===== config.mk =====
export PLATFORM = sky130hd
export DESIGN_NAME = instr_prefetch_flat
export DESIGN_NICKNAME = d
export VERILOG_FILES = /design/src/rtl/instr_prefetch_if.sv /design/src/rtl/instr_prefetch.sv /design/src/flat_wrapper.sv
export SDC_FILE = /design/constraint.sdc
export NUM_CORES = 1
export LEC_CHECK = 0
export BUFFER_PORTS_ARGS = -buffer_cell sky130_fd_sc_hd__buf_2
export CAP_MARGIN = 10
export CORE_ASPECT_RATIO = 0.8
export CORE_UTILIZATION = 58
export CTS_CLUSTER_SIZE = 24
export DETAILED_ROUTE_END_ITERATION = 16
export GPL_ROUTABILITY_DRIVEN = 0
export PLACE_DENSITY = 0.8
export RECOVER_POWER = 25
export SLEW_MARGIN = 5
export SYNTH_ARGS = -nofsm -noshare
export SYNTH_HDL_FRONTEND = slang
export SYNTH_SLANG_ARGS = --single-unit

===== constraint.sdc =====
create_clock -name i_clk -period 3.65 [get_ports i_clk]
set_clock_uncertainty 0.05 [all_clocks]
set_input_delay 0.1825 -clock i_clk [delete_from_list [all_inputs] [get_ports i_clk]]
set_output_delay 0.1825 -clock i_clk [all_outputs]
set_load 0.01 [all_outputs]

===== src/rtl/instr_prefetch_if.sv =====
// instr_prefetch_if: instruction-memory fetch handshake plus the decode-side valid/ready port.
interface instr_prefetch_if;
  logic        instr_req;
  logic [31:0] instr_addr;
  logic        instr_valid;
  logic [31:0] instr_read;
  logic        out_valid;
  logic [31:0] out_instr;
  logic [31:0] out_pc;
  logic        out_ready;
  logic        flush;
  logic [31:0] flush_pc;
  modport master (
    output instr_req, instr_addr, out_valid, out_instr, out_pc,
    input  instr_valid, instr_read, out_ready, flush, flush_pc
  );
  modport slave (
    input  instr_req, instr_addr, out_valid, out_instr, out_pc,
    output instr_valid, instr_read, out_ready, flush, flush_pc
  );
endinterface


===== src/rtl/instr_prefetch.sv =====
// instr_prefetch: one-outstanding fetch FSM feeding a DEPTH-entry {instr, pc} FIFO to decode.
// Define PREFETCH_BSWAP_EN to byte-swap fetched words before they are buffered.
`ifndef PC_INIT_ADDR
`define PC_INIT_ADDR 32'h0000_1000
`endif
module instr_prefetch #(
  parameter int          DEPTH   = 4,
  parameter logic [31:0] PC_INIT = `PC_INIT_ADDR
) (
  input logic              i_clk,
  input logic              i_res,
  instr_prefetch_if.master bus
);
  localparam int AW = $clog2(DEPTH);
  typedef enum logic [1:0] {IDLE, REQ, GAP} state_t;
  state_t        r_state, w_next;
  logic [31:0]   r_fetch_pc, r_last_instr, r_last_pc, w_word, w_head_instr, w_head_pc;
  logic [31:0]   r_mem_instr [DEPTH];
  logic [31:0]   r_mem_pc    [DEPTH];
  logic [AW-1:0] r_wp, r_rp;
  logic [AW:0]   r_count;
  logic          w_push, w_pop, w_full, w_valid;
`ifdef PREFETCH_BSWAP_EN
  assign w_word = {bus.instr_read[7:0], bus.instr_read[15:8], bus.instr_read[23:16], bus.instr_read[31:24]};
`else
  assign w_word = bus.instr_read;
`endif
  assign w_full       = r_count == (AW+1)'(DEPTH);
  assign w_valid      = r_count != '0;
  assign w_push       = r_state == REQ && bus.instr_valid && !bus.flush;
  assign w_pop        = w_valid && bus.out_ready && !bus.flush;
  assign w_head_instr = w_valid ? r_mem_instr[r_rp] : r_last_instr;
  assign w_head_pc    = w_valid ? r_mem_pc[r_rp] : r_last_pc;
  assign bus.instr_req  = r_state == REQ;
  assign bus.instr_addr = r_fetch_pc;
  assign bus.out_valid  = w_valid;
  assign bus.out_instr  = w_head_instr;
  assign bus.out_pc     = w_head_pc;
  always_comb begin
    w_next = r_state;
    w_next = bus.flush ? GAP :
             r_state == IDLE ? (w_full ? IDLE : REQ) :
             r_state == REQ ? (bus.instr_valid ? GAP : REQ) : IDLE;
  end
  always_ff @(posedge i_clk) begin
    if (!i_res) begin
      r_state      <= IDLE;
      r_fetch_pc   <= PC_INIT;
      r_wp         <= '0;
      r_rp         <= '0;
      r_count      <= '0;
      r_last_instr <= '0;
      r_last_pc    <= '0;
    end else begin
      r_state <= w_next;
      // Shadow of the head so an empty FIFO keeps presenting the last word seen.
      if (w_valid) begin
        r_last_instr <= w_head_instr;
        r_last_pc    <= w_head_pc;
      end
      if (bus.flush) begin
        r_fetch_pc <= {bus.flush_pc[31:2], 2'b00};
        r_wp       <= '0;
        r_rp       <= '0;
        r_count    <= '0;
      end else begin
        if (w_push) r_fetch_pc <= r_fetch_pc + 32'd4;
        if (w_push) r_wp <= r_wp + 1'b1;
        if (w_pop) r_rp <= r_rp + 1'b1;
        r_count <= r_count + (AW+1)'(w_push) - (AW+1)'(w_pop);
      end
    end
  end
  always_ff @(posedge i_clk) begin
    if (w_push) begin
      r_mem_instr[r_wp] <= w_word;
      r_mem_pc[r_wp]    <= r_fetch_pc;
    end
  end
endmodule


===== src/flat_wrapper.sv =====
// flat-port wrapper written by rule: the top's interface ports become plain ports
module instr_prefetch_flat 
#(
  parameter int          DEPTH   = 4,
  parameter logic [31:0] PC_INIT = `PC_INIT_ADDR
)
  (i_clk, i_res, bus_instr_req, bus_instr_addr, bus_out_valid, bus_out_instr, bus_out_pc, bus_instr_valid, bus_instr_read, bus_out_ready, bus_flush, bus_flush_pc);
  instr_prefetch_if bus_i ();
  input logic i_clk;
  input logic i_res;
  output wire logic [$bits(bus_i.instr_req)-1:0] bus_instr_req;
  output wire logic [$bits(bus_i.instr_addr)-1:0] bus_instr_addr;
  output wire logic [$bits(bus_i.out_valid)-1:0] bus_out_valid;
  output wire logic [$bits(bus_i.out_instr)-1:0] bus_out_instr;
  output wire logic [$bits(bus_i.out_pc)-1:0] bus_out_pc;
  input wire logic [$bits(bus_i.instr_valid)-1:0] bus_instr_valid;
  input wire logic [$bits(bus_i.instr_read)-1:0] bus_instr_read;
  input wire logic [$bits(bus_i.out_ready)-1:0] bus_out_ready;
  input wire logic [$bits(bus_i.flush)-1:0] bus_flush;
  input wire logic [$bits(bus_i.flush_pc)-1:0] bus_flush_pc;
  assign bus_instr_req = bus_i.instr_req;
  assign bus_instr_addr = bus_i.instr_addr;
  assign bus_out_valid = bus_i.out_valid;
  assign bus_out_instr = bus_i.out_instr;
  assign bus_out_pc = bus_i.out_pc;
  assign bus_i.instr_valid = bus_instr_valid;
  assign bus_i.instr_read = bus_instr_read;
  assign bus_i.out_ready = bus_out_ready;
  assign bus_i.flush = bus_flush;
  assign bus_i.flush_pc = bus_flush_pc;
  instr_prefetch #(.DEPTH(DEPTH), .PC_INIT(PC_INIT)) u_core (.i_clk(i_clk), .i_res(i_res), .bus(bus_i));
endmodule

* After elaboration in Yosys (flattened, before gate mapping)
Memory sizes are Yosys's and may differ from the RTL's. A register that Yosys moved wholly into a read port is not among the register bits. Cells that the tools add are included. Widths: inputs -> output; s select.
Operators by class: bitwise operators 1, equality and inequality tests 2, $add $sub $neg 5, reduce and logical (&&, ||, !) cells 9, multiplexer cells 15
Operators with widths (count):
- $mux 32 | 4
- $add 32x3->32 const B | 1
- $mux 2 | 8
- $add 2x1->2 const B | 2
- $logic_and 1x1->1 | 4
- $add 3x1->3 | 1
- $eq 3x3->1 const B | 1
- $mux 1 | 3
- $reduce_bool 3->1 | 1
- $sub 3x1->3 | 1
- $eq 2x1->1 const B | 1
- $logic_not 2->1 | 1
- $reduce_bool 2->1 | 1
- $reduce_or 2->1 | 1
- $logic_not 1->1 | 1
- $not 1->1 | 1
Word-level totals: output and inout bits 98, flip-flop bits (word level) 105, bits of input ports 69, memories kept 2, bits in writable memories 256, logic and storage cells 43
Memory list:
- u_core.r_mem_instr | words 4, width 32, read ports 1, clocked after memory_dff 1, write ports 1, line instr_prefetch.sv:18 | logic [31:0] r_mem_instr [DEPTH];
- u_core.r_mem_pc | words 4, width 32, read ports 1, clocked after memory_dff 1, write ports 1, line instr_prefetch.sv:19 | logic [31:0] r_mem_pc [DEPTH];

* Longest topological paths before layout
Gate-level depths: netlist of the first run.
depth after elaboration 5, mapped depth 13, depth with buffers taken out 11

* Worst setup path before layout of the first run
OpenSTA, ideal clock, no wires.
kind register -> register, from register u_core.r_state[0], to memory u_core.r_mem_instr[0][0] (enable), setup time 0.427 ns, cell stages (with the launch flop) 4, required time 3.173 ns, path buffers 1, arrival 2.403 ns, clock period less this slack 2.880 ns, path slack 0.770 ns, cells stage by stage dfxtp_1 and3b_1 clkbuf_1 and3_1
On the way: longest elaborated chain between the ends 5
RTL lines:
- start: declaration | line instr_prefetch.sv:16 | state_t r_state, w_next;
- start signal: assignment | line instr_prefetch.sv:55 | r_state <= w_next;
- $eq 2x1->1 | line instr_prefetch.sv:30 | assign w_push = r_state == REQ && bus.instr_valid && !bus.flush;
- $logic_and 1x1->1 (2 in a row) | line instr_prefetch.sv:30
- $mux 1 | line instr_prefetch.sv:75 | if (w_push) begin
- $mux 1 (not written as such) | line instr_prefetch.sv:76 | r_mem_instr[r_wp] <= w_word;
- end: declaration | line instr_prefetch.sv:18
Every way passes these cells.

* Worst setup path after layout of the first run
from register u_core.r_count[1], to output bus_out_pc[6]
On the way: longest elaborated chain between the ends 2
RTL lines:
- start: declaration | line instr_prefetch.sv:21 | logic [AW:0] r_count;
- start signal: assignment | line instr_prefetch.sv:70 | r_count <= r_count + (AW+1)'(w_push) - (AW+1)'(w_pop);
- $reduce_bool 3->1 | line instr_prefetch.sv:29 | assign w_valid = r_count != '0;
- $mux 32 | line instr_prefetch.sv:33 | assign w_head_pc = w_valid ? r_mem_pc[r_rp] : r_last_pc;
- end: declaration | line flat_wrapper.sv:15 | output wire logic [$bits(bus_i.out_pc)-1:0] bus_out_pc;
Every way passes these cells.

==> impl_metrics.py, run 1 <==
metrics = {
    "run_status": {
        "outcome": "completed",
    },
    "flow_run": {
        "drv.max_cap_violation_count": 0,
    },
    "critical_path": {
        "timing.critical_path.from_type": "register",
        "crit_arrival_ps": 2700,
        "worst_ep_required_ps": 3420,
        "category_of_the_worst_setup_path_capture_point": "output pin",
        "crit_path_max_fanout": 64,
        "ff2ff_path_depth": 11,
        "worst-setup-path-type": "register to output pin",
    },
    "hold_path": {
        "min_path_cells": 3,
        "hold_class": "input port to register",
    },
    "place": {
        "dpl.hpwl_mm": 16.2,
        "placed_cells": 1240,
        "port_buffers": 162,
        "place_ws_ps": 880,
    },
    "global_routing": {
        "grt_pass1_wl_mm": 44.5,
        "remaining_global_route_overflow": 0,
        "pin_count_of_the_biggest_net_entering_global_routing": 65,
        "via_count_of_the_first_global_routing_pass": 8141,
        "grt_usage_pct": 24.1,
        "antenna_violations_before_repair": 1,
    },
    "finish": {
        "drive_gt1_share_pct": 31.5,
        "fill_cells": 1418,
        "area.growth.synth_to_final_pct": 21.7,
        "ff_latch_area_um2": 9560,
        "nNetsFinal": 1110,
        "final_cells": 1367,
        "multi_input_combinational_cell_area_um2": 3870,
    },
    "synth": {
        "synthFlopType": "sky130_fd_sc_hd__edfxtp_1",
        "syn_avg_cell_area_um2": 16.9,
        "synth_cell_type_count": 48,
        "post_synth_instance_area_um2": 13600,
        "post_synth_inst_count": 809,
        "ys_ff_latch": 353,
        "ys.warnings.count": 0,
        "yosysSeqAreaShare_pct": 70.0,
        "postSynth.asyncResetShare_pct": 0,
        "synth_enable_flop_cells": 248,
    },
    "die": {
        "fp.coreArea_um2": 22700,
        "die_height_um": 139,
        "pin_count": 167,
        "die_area_um2": 24200,
        "placementRows": 49,
        "initial_utilization_pct": 60.0,
        "die-width_um": 173,
    },
    "power_and_ir_drop": {
        "vdd.ir_drop.worst_mv": 0.422,
        "post-layout-total-power_mw": 8.51,
        "leakage_nw": 5.97,
        "power_density_nw_per_um2": 512,
    },
    "clock_network": {
        "clkTransAtPathRegs_ps": 60,
        "clkSinkCount": 353,
        "cts_max_path_buffers": 3,
        "ctsRootBufferMaster": "sky130_fd_sc_hd__clkbuf_16",
        "cts_tree": "done",
        "tritoncts.num_buffers": 35,
        "cts.repair.resized": 0,
        "htree_num_levels": 2,
        "clk_latency_ps": 510,
    },
    "timing": {
        "timing.final.crit_period_ps": 2940,
        "tightest_slew_ps": 1000,
        "final_layout_setup_total_negative_slack_ps": 0,
        "fmax_mhz": 341,
        "timing.final.setup_violations": 0,
        "final.period_utilization_pct": 80.5,
        "finalHoldViolations": 0,
        "unrepaired_setup_endpoints_after_global_routing": "false",
        "timing.hold.ws_ps": 55.7,
        "max-slew-margin-rel_pct": 33.3,
        "setup_ws_ps": 713,
        "drv_slew": 0,
    },
    "detailed_routing": {
        "detailedRoute.firstPassIterationCount": 5,
        "postRouteAntennaNets": 0,
        "detail_route.iter0.violations": 646,
        "drt_wl_total_mm": 28.5,
        "wire_per_inst_um": 20.9,
        "number_of_vias_per_cell_after_detailed_routing": 5.80,
        "number_of_vias_after_detailed_routing": 7935,
        "drc_errors": 0,
    },
}
worst paths after layout:
kind                startpoint                   endpoint  slack [ps]
min reg2reg  u_core.r_state[1]          u_core.r_state[0]         430
min                  bus_flush  u_core.bus.instr_addr[17]          60
max          u_core.r_count[1]              bus_out_pc[6]         710
max reg2reg  u_core.r_count[1]          u_core.r_count[2]         860
routing by layer:
metal  part of all wire [%]  GRT usage, %  up-vias  wire, um
met2                     49          39.8      279     14100
li1                       -             -     3600         -
met5                      0             0        -         0
met4                    2.3          7.64        0       644
met1                     42          32.7     4008     12100
met3                    6.2          4.55       48      1770
cells in the final DEF (no fill, tap or decap), drive strengths merged, types with 4 or more instances in the layout:
cell type and count:
a21oi 7, a31oi 14, and2 66, and3 11, and4 5, buf 140
bufinv 5, clkbuf 80, clkinv 9, dfxtp 105, dlygate4sd3 62, edfxtp 248
ha 7, inv 13, mux2 62, mux4 62, nand2 16, nand3 15
nand4 10, nor2 16, nor3 4, nor4 5, o21ai 23, o31ai 12
or3 4, or4 14, xnor2 11
report_power, final:
group          switching (mW)  total, mW  internal [mW]
clock network            1.49       3.81           2.32
registers              0.0675       4.39           4.33
logic                   0.156      0.303          0.148
stage by stage:
stage | util (%) | area [um2]
6_report | 73.0 | 16600
5_1_grt | 73.0 | 16600
4_1_cts | 73.2 | 16600
3_5_place_dp | 65.0 | 14800
3_3_place_gp | 65.0 | 14800
2_1_floorplan | - | 13700
registers in the layout, summed over array words and instances, names as in the netlist, named ones only:
register               flops
u_core.bus.instr_addr     30
u_core.r_rp                2
u_core.r_wp                2
u_core.r_mem_instr       128
u_core.r_last_instr       32
u_core.r_count             3
u_core.r_last_pc          32
u_core.r_mem_pc          120
u_core.r_state             2
cells in the mapped netlist, drive strengths merged (12+ instances only):
library cell  instances  area share, %
or4                  14           0.80
nand3                15           0.55
buf                  13           0.52
a31oi                14           0.64
and2                 66            3.0
nand2                16           0.44
dfxtp               105             15
inv                  13           0.36
o21ai                23           0.84
mux2                 62            5.1
mux4                 62             10
nor2                 16           0.44
edfxtp              248             55
clkbuf               35           0.96
o31ai                12           0.66
worst max-delay path, stage by stage (launching register included):
cell and delay [ps]:
sky130_fd_sc_hd__dfxtp_1 360, sky130_fd_sc_hd__nor3_1 640, sky130_fd_sc_hd__clkinv_2 130, sky130_fd_sc_hd__buf_4 460, sky130_fd_sc_hd__mux2_2 440, sky130_fd_sc_hd__buf_2 150
cell type report:
class | count | share of cell area [%]
antenna | 1 | 0.0151
clock buffer | 48 | 6.12
clock inverter | 16 | 1.36
inverter | 13 | 0.301
multi-input combinational | 396 | 23.3
sequential | 353 | 57.5
tap | 306 | 2.31
timing repair buffer | 234 | 9.06
logic make-up after synthesis:
group	synth area share [%]
XOR/XNOR	0.899
other	0.0275
buffers and inverters	1.84
flip-flops	70.0
AO/OA/AOI/OAI	3.39
multiplexers	15.3
adder cells (fa/ha/maj)	0.788
AND/OR/NAND/NOR	7.73
timing repair:
| action | CTS | global route |
|---|---|---|
| buffers inserted | 0 | 0 |
| hold buffers | 62 | 0 |
| hold endpoints to repair | 158 | 0 |
Note: power is estimated with default switching activity, not from simulation.
==> run 2, diff against run 1 <==
--- a/config.mk
+++ b/config.mk
@@ -8,11 +8,11 @@
 export BUFFER_PORTS_ARGS = -buffer_cell sky130_fd_sc_hd__buf_2
 export CAP_MARGIN = 10
 export CORE_ASPECT_RATIO = 0.8
-export CORE_UTILIZATION = 58
+export CORE_UTILIZATION = 52
 export CTS_CLUSTER_SIZE = 24
 export DETAILED_ROUTE_END_ITERATION = 16
 export GPL_ROUTABILITY_DRIVEN = 0
-export PLACE_DENSITY = 0.8
+export PLACE_DENSITY = 0.75
 export RECOVER_POWER = 25
 export SLEW_MARGIN = 5
 export SYNTH_ARGS = -nofsm -noshare
==> constraint.sdc (replaced) <==
create_clock -name i_clk -period 2.67 [get_ports i_clk]
set_clock_uncertainty 0.05 [all_clocks]
set_input_delay 0.1335 -clock i_clk [delete_from_list [all_inputs] [get_ports i_clk]]
set_output_delay 0.1335 -clock i_clk [all_outputs]
set_load 0.01 [all_outputs]
==> impl_metrics.py, run 2 (synthesis gave the netlist of run 1 again) <==
metrics = {
    "power_and_ir_drop": {
        "power_density_nw_per_um2": 684,
        "power.share.sequential_pct": 51.8,
        "leakage_nw": 6.08,
        "vdd.ir_drop.worst_mv": 0.508,
        "switching_share_pct": 20.1,
        "switching_power_mw": 2.32,
        "intPower_mw": 9.25,
        "clock_power_share_pct": 44.4,
        "post-layout-total-power_mw": 11.6,
        "power.share.combinational_pct": 3.8,
    },
    "clock_network": {
        "cts_max_path_buffers": 3,
        "tritoncts.num_buffers": 36,
        "htree_num_levels": 2,
        "cts_tree": "done",
        "ctsRootBufferMaster": "sky130_fd_sc_hd__clkbuf_16",
        "clkSinkCount": 353,
        "clk_latency_ps": 520,
        "clkTransAtPathRegs_ps": 70,
    },
    "finish": {
        "fill_cells": 1809,
        "leading_cell_type_in_the_layout_fill_and_taps_excluded": "sky130_fd_sc_hd__edfxtp_1",
        "postLayoutCoreUtil_pct": 66.3,
        "reg_top3": "u_core.r_mem_instr (128), u_core.r_mem_pc (120)",
        "area.growth.synth_to_final_pct": 23.9,
        "nNetsFinal": 1132,
        "drive_gt1_share_pct": 32.1,
        "largest_reg_flops": 128,
        "final_cells": 1433,
        "antenna_cells_inserted": 0,
        "largest_register": "u_core.r_mem_instr",
        "layout.cells.most_common_list": "sky130_fd_sc_hd__edfxtp_1 (248), sky130_fd_sc_hd__buf_2 (129), sky130_fd_sc_hd__dfxtp_1 (103), sky130_fd_sc_hd__and2_1 (66)",
    },
    "detailed_routing": {
        "wire_per_inst_um": 20.1,
        "drc_errors": 0,
        "number_of_vias_per_cell_after_detailed_routing": 5.56,
        "detail_route.iter0.violations": 466,
        "number_of_vias_after_detailed_routing": 7963,
        "drt_wl_total_mm": 28.7,
        "postRouteAntennaNets": 0,
        "detailedRoute.firstPassIterationCount": 8,
    },
    "flow_run": {
        "drv.max_cap_violation_count": 0,
    },
    "hold_path": {
        "hold_class": "input port to register",
        "min_path_cells": 4,
        "worst_hold_startpoint": "bus_flush_pc[31]",
        "hold-path-endpoint": "u_core.bus.instr_addr[31]",
    },
    "global_routing": {
        "grt_pass1_wl_mm": 44.8,
        "via_count_of_the_first_global_routing_pass": 8002,
        "grt_usage_pct": 22.0,
        "pin_count_of_the_biggest_net_entering_global_routing": 65,
        "remaining_global_route_overflow": 0,
        "antenna_violations_before_repair": 1,
    },
    "die": {
        "pin_count": 167,
        "die_height_um": 147,
        "die_area_um2": 26900,
        "initial_utilization_pct": 53.5,
        "placementRows": 52,
        "die-width_um": 183,
        "fp.coreArea_um2": 25500,
    },
    "critical_path": {
        "buffer_and_inverter_count_on_the_worst_path": 3,
        "r2r_slack_ps": 200,
        "worst_setup_path_startpoint": "u_core.r_count[1]",
        "worst-setup-path-type": "register to output pin",
        "reg2reg_from": "u_core.r_count[1]",
        "rr_endpoint": "u_core.r_count[2]",
        "crit_arrival_ps": 2340,
        "timing.critical_path.from_type": "register",
        "category_of_the_worst_setup_path_capture_point": "output pin",
        "worst_ep_required_ps": 2490,
        "critical_path.max_stage_delay_ps": 540,
        "worstPathCellList": "nor3_2 -> clkinv_2 -> buf_6 -> mux2_2 -> buf_2",
        "cp_slowest_cell": "sky130_fd_sc_hd__buf_6",
        "cp_top_family": "buffers and inverters",
        "ff2ff_path_depth": 11,
        "crit_path_max_fanout": 64,
    },
    "timing": {
        "drv_slew": 0,
        "timing.hold.ws_ps": 41.3,
        "finalHoldViolations": 0,
        "final.period_utilization_pct": 94.5,
        "tightest_slew_ps": 709,
        "timing.final.setup_violations": 0,
        "fmax_mhz": 396,
        "final_layout_setup_total_negative_slack_ps": 0,
        "unrepaired_setup_endpoints_after_global_routing": "false",
        "max-slew-margin-rel_pct": 52.7,
        "timing.final.crit_period_ps": 2520,
    },
    "run_status": {
        "outcome": "completed",
    },
    "place": {
        "placed_cells": 1301,
        "port_buffers": 162,
        "dpl.hpwl_mm": 17.1,
    },
}
==> run 2: changes by cell type in the layout (fill, tap and decap cells not counted), sizes merged <==
cell,delta
diode,-1
inv,+2
clkbuf,+2
clkinvlp,-1
buf,+19
==> run 2: timing repair <==
action / in CTS / in global routing
gates resized for setup: 1 / 0
endpoints found under the hold margin: 158 / 0
hold buffers: 62 / 0
buffers inserted: 0 / 5
setup endpoints to repair: 62 / 1
==> run 2: cell type report <==
class | count | area [um2] | share of cell area (%)
flip-flops and latches | 353 | 9560 | 56.5
multi-input cells | 396 | 3870 | 22.9
repair buffers | 255 | 1770 | 10.5
clock buffers | 48 | 997 | 5.90
well taps | 351 | 439 | 2.60
clock inverters | 17 | 218 | 1.29
inverters | 13 | 50.0 | 0.296
==> run 2: how the worst max path moves through the flow <==
| stage | slack [ps] | end | cells past startpoint |
|---|---|---|---|
| after floorplan | 20 | u_core.r_count[2] | 13 |
| after global placement | 300 | u_core.r_count[2] | 11 |
| after detailed placement | 250 | u_core.r_count[2] | 11 |
| after CTS | 50 | bus_out_pc[30] | 4 |
| after global routing | 8 | u_core.r_count[2] | 11 |
| final | 150 | bus_out_pc[3] | 5 |
==> run 2: per-layer routing <==
metal / GRT usage, % / vias to the layer above / routed length (um)
li1: - / 3648 / -
met1: 31.1 / 4009 / 12600
met2: 35.1 / 257 / 13800
met3: 4.29 / 47 / 1710
met4: 6.13 / 2 / 599
met5: 0 / - / 8
==> run 2: power by group through the flow <==
| stage | clock network (mW) | registers [mW] | logic (mW) |
|---|---|---|---|
| global route | 5.45 | 6.00 | 0.479 |
| detailed placement | 0 | 6.11 | 0.371 |
| CTS | 5.23 | 5.99 | 0.446 |
| global placement | 0 | 6.10 | 0.364 |
| finish | 5.14 | 5.99 | 0.438 |
| floorplan | 0 | 6.11 | 0.167 |
==> run 2: worst reg2reg max path, delay by kind of cell (launching register included) <==
family	cells	cell delay, ps
buffers and inverters	3	220
adders and majority gates	3	790
DFF	1	370
and+or+nand+nor	3	610
xor gates and xnor gates	2	310
==> run 2: stage by stage <==
step           worst slack [ps]  area (um2)
3_3_place_gp                304       15100
3_5_place_dp                248       15100
5_1_grt                    7.91       16900
2_1_floorplan              21.4       13700
4_1_cts                    52.7       16900
6_report                    146       16900
==> run 3, diff against run 2 <==
--- a/config.mk
+++ b/config.mk
@@ -7,12 +7,15 @@
 export LEC_CHECK = 0
 export BUFFER_PORTS_ARGS = -buffer_cell sky130_fd_sc_hd__buf_2
 export CAP_MARGIN = 10
+export CELL_PAD_IN_SITES_DETAIL_PLACEMENT = 1
+export CELL_PAD_IN_SITES_GLOBAL_PLACEMENT = 1
 export CORE_ASPECT_RATIO = 0.8
-export CORE_UTILIZATION = 52
+export CORE_UTILIZATION = 44
+export CTS_BUF_LIST = sky130_fd_sc_hd__clkbuf_16
 export CTS_CLUSTER_SIZE = 24
 export DETAILED_ROUTE_END_ITERATION = 16
 export GPL_ROUTABILITY_DRIVEN = 0
-export PLACE_DENSITY = 0.75
+export PLACE_DENSITY_LB_ADDON = 0.1
 export RECOVER_POWER = 25
 export SLEW_MARGIN = 5
 export SYNTH_ARGS = -nofsm -noshare
==> impl_metrics.py, run 3 (synthesis gave the netlist of run 1 again) <==
metrics = {
    "critical_path": {
        "worst_ep_required_ps": 2490,
        "worst-path-stages": 5,
        "reg2reg_from": "u_core.bus.instr_addr[7]",
        "category_of_the_worst_setup_path_capture_point": "output pin",
        "critical_path.max_stage_delay_ps": 510,
        "crit_arrival_ps": 2350,
        "worst-setup-path-type": "register to output pin",
        "cp_top_family": "buffers and inverters",
        "cp_slowest_cell": "sky130_fd_sc_hd__clkbuf_8",
        "buffer_and_inverter_count_on_the_worst_path": 3,
        "crit_path_max_fanout": 64,
        "worstPathCellList": "nor3_4 -> clkinv_2 -> clkbuf_8 -> mux2_2 -> buf_2",
        "timing.critical_path.from_type": "register",
        "ff2ff_path_depth": 6,
        "r2r_slack_ps": 140,
        "rr_endpoint": "u_core.bus.instr_addr[18]",
    },
    "hold_path": {
        "hold_class": "input port to register",
        "worst_hold_startpoint": "i_res",
        "hold-path-endpoint": "u_core.bus.instr_addr[11]",
        "min_path_cells": 3,
    },
    "finish": {
        "area.growth.synth_to_final_pct": 24.8,
        "layout.cells.most_common_list": "sky130_fd_sc_hd__edfxtp_1 (248), sky130_fd_sc_hd__buf_2 (129), sky130_fd_sc_hd__dfxtp_1 (103), sky130_fd_sc_hd__and2_1 (66), sky130_fd_sc_hd__dlygate4sd3_1 (66)",
        "postLayoutCoreUtil_pct": 55.9,
        "leading_cell_type_in_the_layout_fill_and_taps_excluded": "sky130_fd_sc_hd__edfxtp_1",
        "reg_top3": "u_core.r_mem_instr (128), u_core.r_mem_pc (120)",
        "final_cells": 1507,
        "largest_register": "u_core.r_mem_instr",
        "fill_cells": 2922,
        "nNetsFinal": 1141,
        "drive_gt1_share_pct": 31.6,
        "largest_reg_flops": 128,
    },
    "clock_network": {
        "clk_latency_ps": 530,
        "cts_max_path_buffers": 3,
        "cts_tree": "done",
        "clkTransAtPathRegs_ps": 60,
        "ctsRootBufferMaster": "sky130_fd_sc_hd__clkbuf_16",
        "clkSinkCount": 353,
        "htree_num_levels": 2,
        "tritoncts.num_buffers": 38,
    },
    "power_and_ir_drop": {
        "switching_power_mw": 2.41,
        "vdd.ir_drop.worst_mv": 0.490,
        "power.share.combinational_pct": 4.1,
        "leakage_nw": 6.15,
        "intPower_mw": 9.17,
        "power_density_nw_per_um2": 680,
        "switching_share_pct": 20.8,
        "clock_power_share_pct": 44.3,
        "power.share.sequential_pct": 51.7,
    },
    "place": {
        "port_buffers": 162,
        "dpl.hpwl_mm": 20.0,
        "place_ws_ps": 158,
        "placed_cells": 1370,
    },
    "detailed_routing": {
        "postRouteAntennaNets": 0,
        "uppermost_layer_routed": "met4",
        "met3RoutedLength_mm": 1.70,
        "drt-met1-wl_mm": 14.2,
        "wire_per_inst_um": 21.5,
        "drc_errors": 0,
        "detailroute.wirelength.met2_mm": 15.9,
        "number_of_vias_after_detailed_routing": 7965,
        "detailedRoute.firstPassIterationCount": 4,
        "drt_wl_total_mm": 32.5,
        "number_of_vias_per_cell_after_detailed_routing": 5.29,
        "detail_route.iter0.violations": 364,
    },
    "global_routing": {
        "grt_usage_pct": 21.2,
        "remaining_global_route_overflow": 0,
        "grt_pass1_wl_mm": 50.6,
        "pin_count_of_the_biggest_net_entering_global_routing": 65,
        "antenna_violations_before_repair": 1,
        "via_count_of_the_first_global_routing_pass": 8707,
    },
    "timing": {
        "setup_ws_ps": 138,
        "fmax_mhz": 395,
        "unrepaired_setup_endpoints_after_global_routing": "false",
        "timing.final.crit_period_ps": 2530,
        "final.period_utilization_pct": 94.8,
        "tightest_slew_ps": 622,
        "drv_slew": 0,
        "timing.final.setup_violations": 0,
        "final_layout_setup_total_negative_slack_ps": 0,
        "max-slew-margin-rel_pct": 58.5,
        "finalHoldViolations": 0,
    },
    "flow_run": {
        "drv.max_cap_violation_count": 0,
    },
    "die": {
        "die_height_um": 160,
        "initial_utilization_pct": 44.8,
        "die_area_um2": 31700,
        "die-width_um": 199,
        "placementRows": 57,
        "fp.coreArea_um2": 30500,
        "pin_count": 167,
    },
    "run_status": {
        "outcome": "completed",
    },
}
run 3: cell count changes in the layout (fill, tap and decap cells not counted), sizes merged:
cell         previous run  this run
inv                    15        24
clkbuf                 82        76
clkinv                  9        15
dlygate4sd3            62        66
bufinv                  5         4
clkinvlp                1         0
diode                   0         1
run 3: per-layer routing:
metal  vias up  global-route usage, %
met4         0                   5.77
met5         -                      0
met1      4090                   28.2
li1       3673                      -
met2       161                   35.2
met3        41                   4.60
run 3: layout make-up:
cell class | count | area [um2] | area share (%)
clock buffers | 39 | 976 | 5.73
diodes | 1 | 2.50 | 0.0147
inverters | 13 | 50.0 | 0.294
repair buffers | 262 | 1810 | 10.6
well taps | 413 | 517 | 3.03
flip-flops and latches | 353 | 9560 | 56.1
multi-input cells | 396 | 3880 | 22.8
clock inverters | 30 | 236 | 1.39
run 3: worst max-delay path by stage:
stage | startpoint | end | slack (ps)
2_1_floorplan | u_core.r_count[1] | u_core.r_count[2] | 20
3_3_place_gp | u_core.r_count[1] | u_core.r_count[2] | 250
3_5_place_dp | u_core.r_count[1] | u_core.r_count[2] | 160
4_1_cts | u_core.r_count[1] | bus_out_pc[31] | 60
5_1_grt | u_core.r_count[1] | bus_out_pc[31] | 40
6_report | u_core.r_count[1] | bus_out_pc[31] | 140
run 3: worst register-to-register path: stages (launching register included):
cell and delay [ps]:
sky130_fd_sc_hd__dfxtp_1 340, sky130_fd_sc_hd__clkbuf_1 360, sky130_fd_sc_hd__and4_1 350, sky130_fd_sc_hd__nand3_1 190, sky130_fd_sc_hd__o31a_1 290, sky130_fd_sc_hd__o311a_1 290, sky130_fd_sc_hd__dlygate4sd3_1 550
run 3: power groups by stage:
stage | Combinational (mW) | Clock (mW) | Sequential, mW
after floorplan | 0.167 | 0 | 6.11
after global routing | 0.514 | 5.47 | 5.99
after global placement | 0.393 | 0 | 6.10
after detailed placement | 0.404 | 0 | 6.10
final | 0.470 | 5.13 | 5.99
after CTS | 0.484 | 5.25 | 5.99
run 3: repair_timing:
item / in CTS / in global routing
endpoints found under the hold margin: 158 / 0
buffers inserted: 1 / 0
hold buffers: 66 / 0
endpoints found under the setup margin: 62 / 2
resized for setup: 1 / 2
run 3: stage by stage:
step                power, mW  area [um2]  hold WS, ps
floorplan                6.27       13700          182
global placement         6.49       15200          302
detailed placement       6.51       15200          303
CTS                      11.7       17100         1.88
global route             12.0       17000         28.0
finish                   11.6       17000         26.3
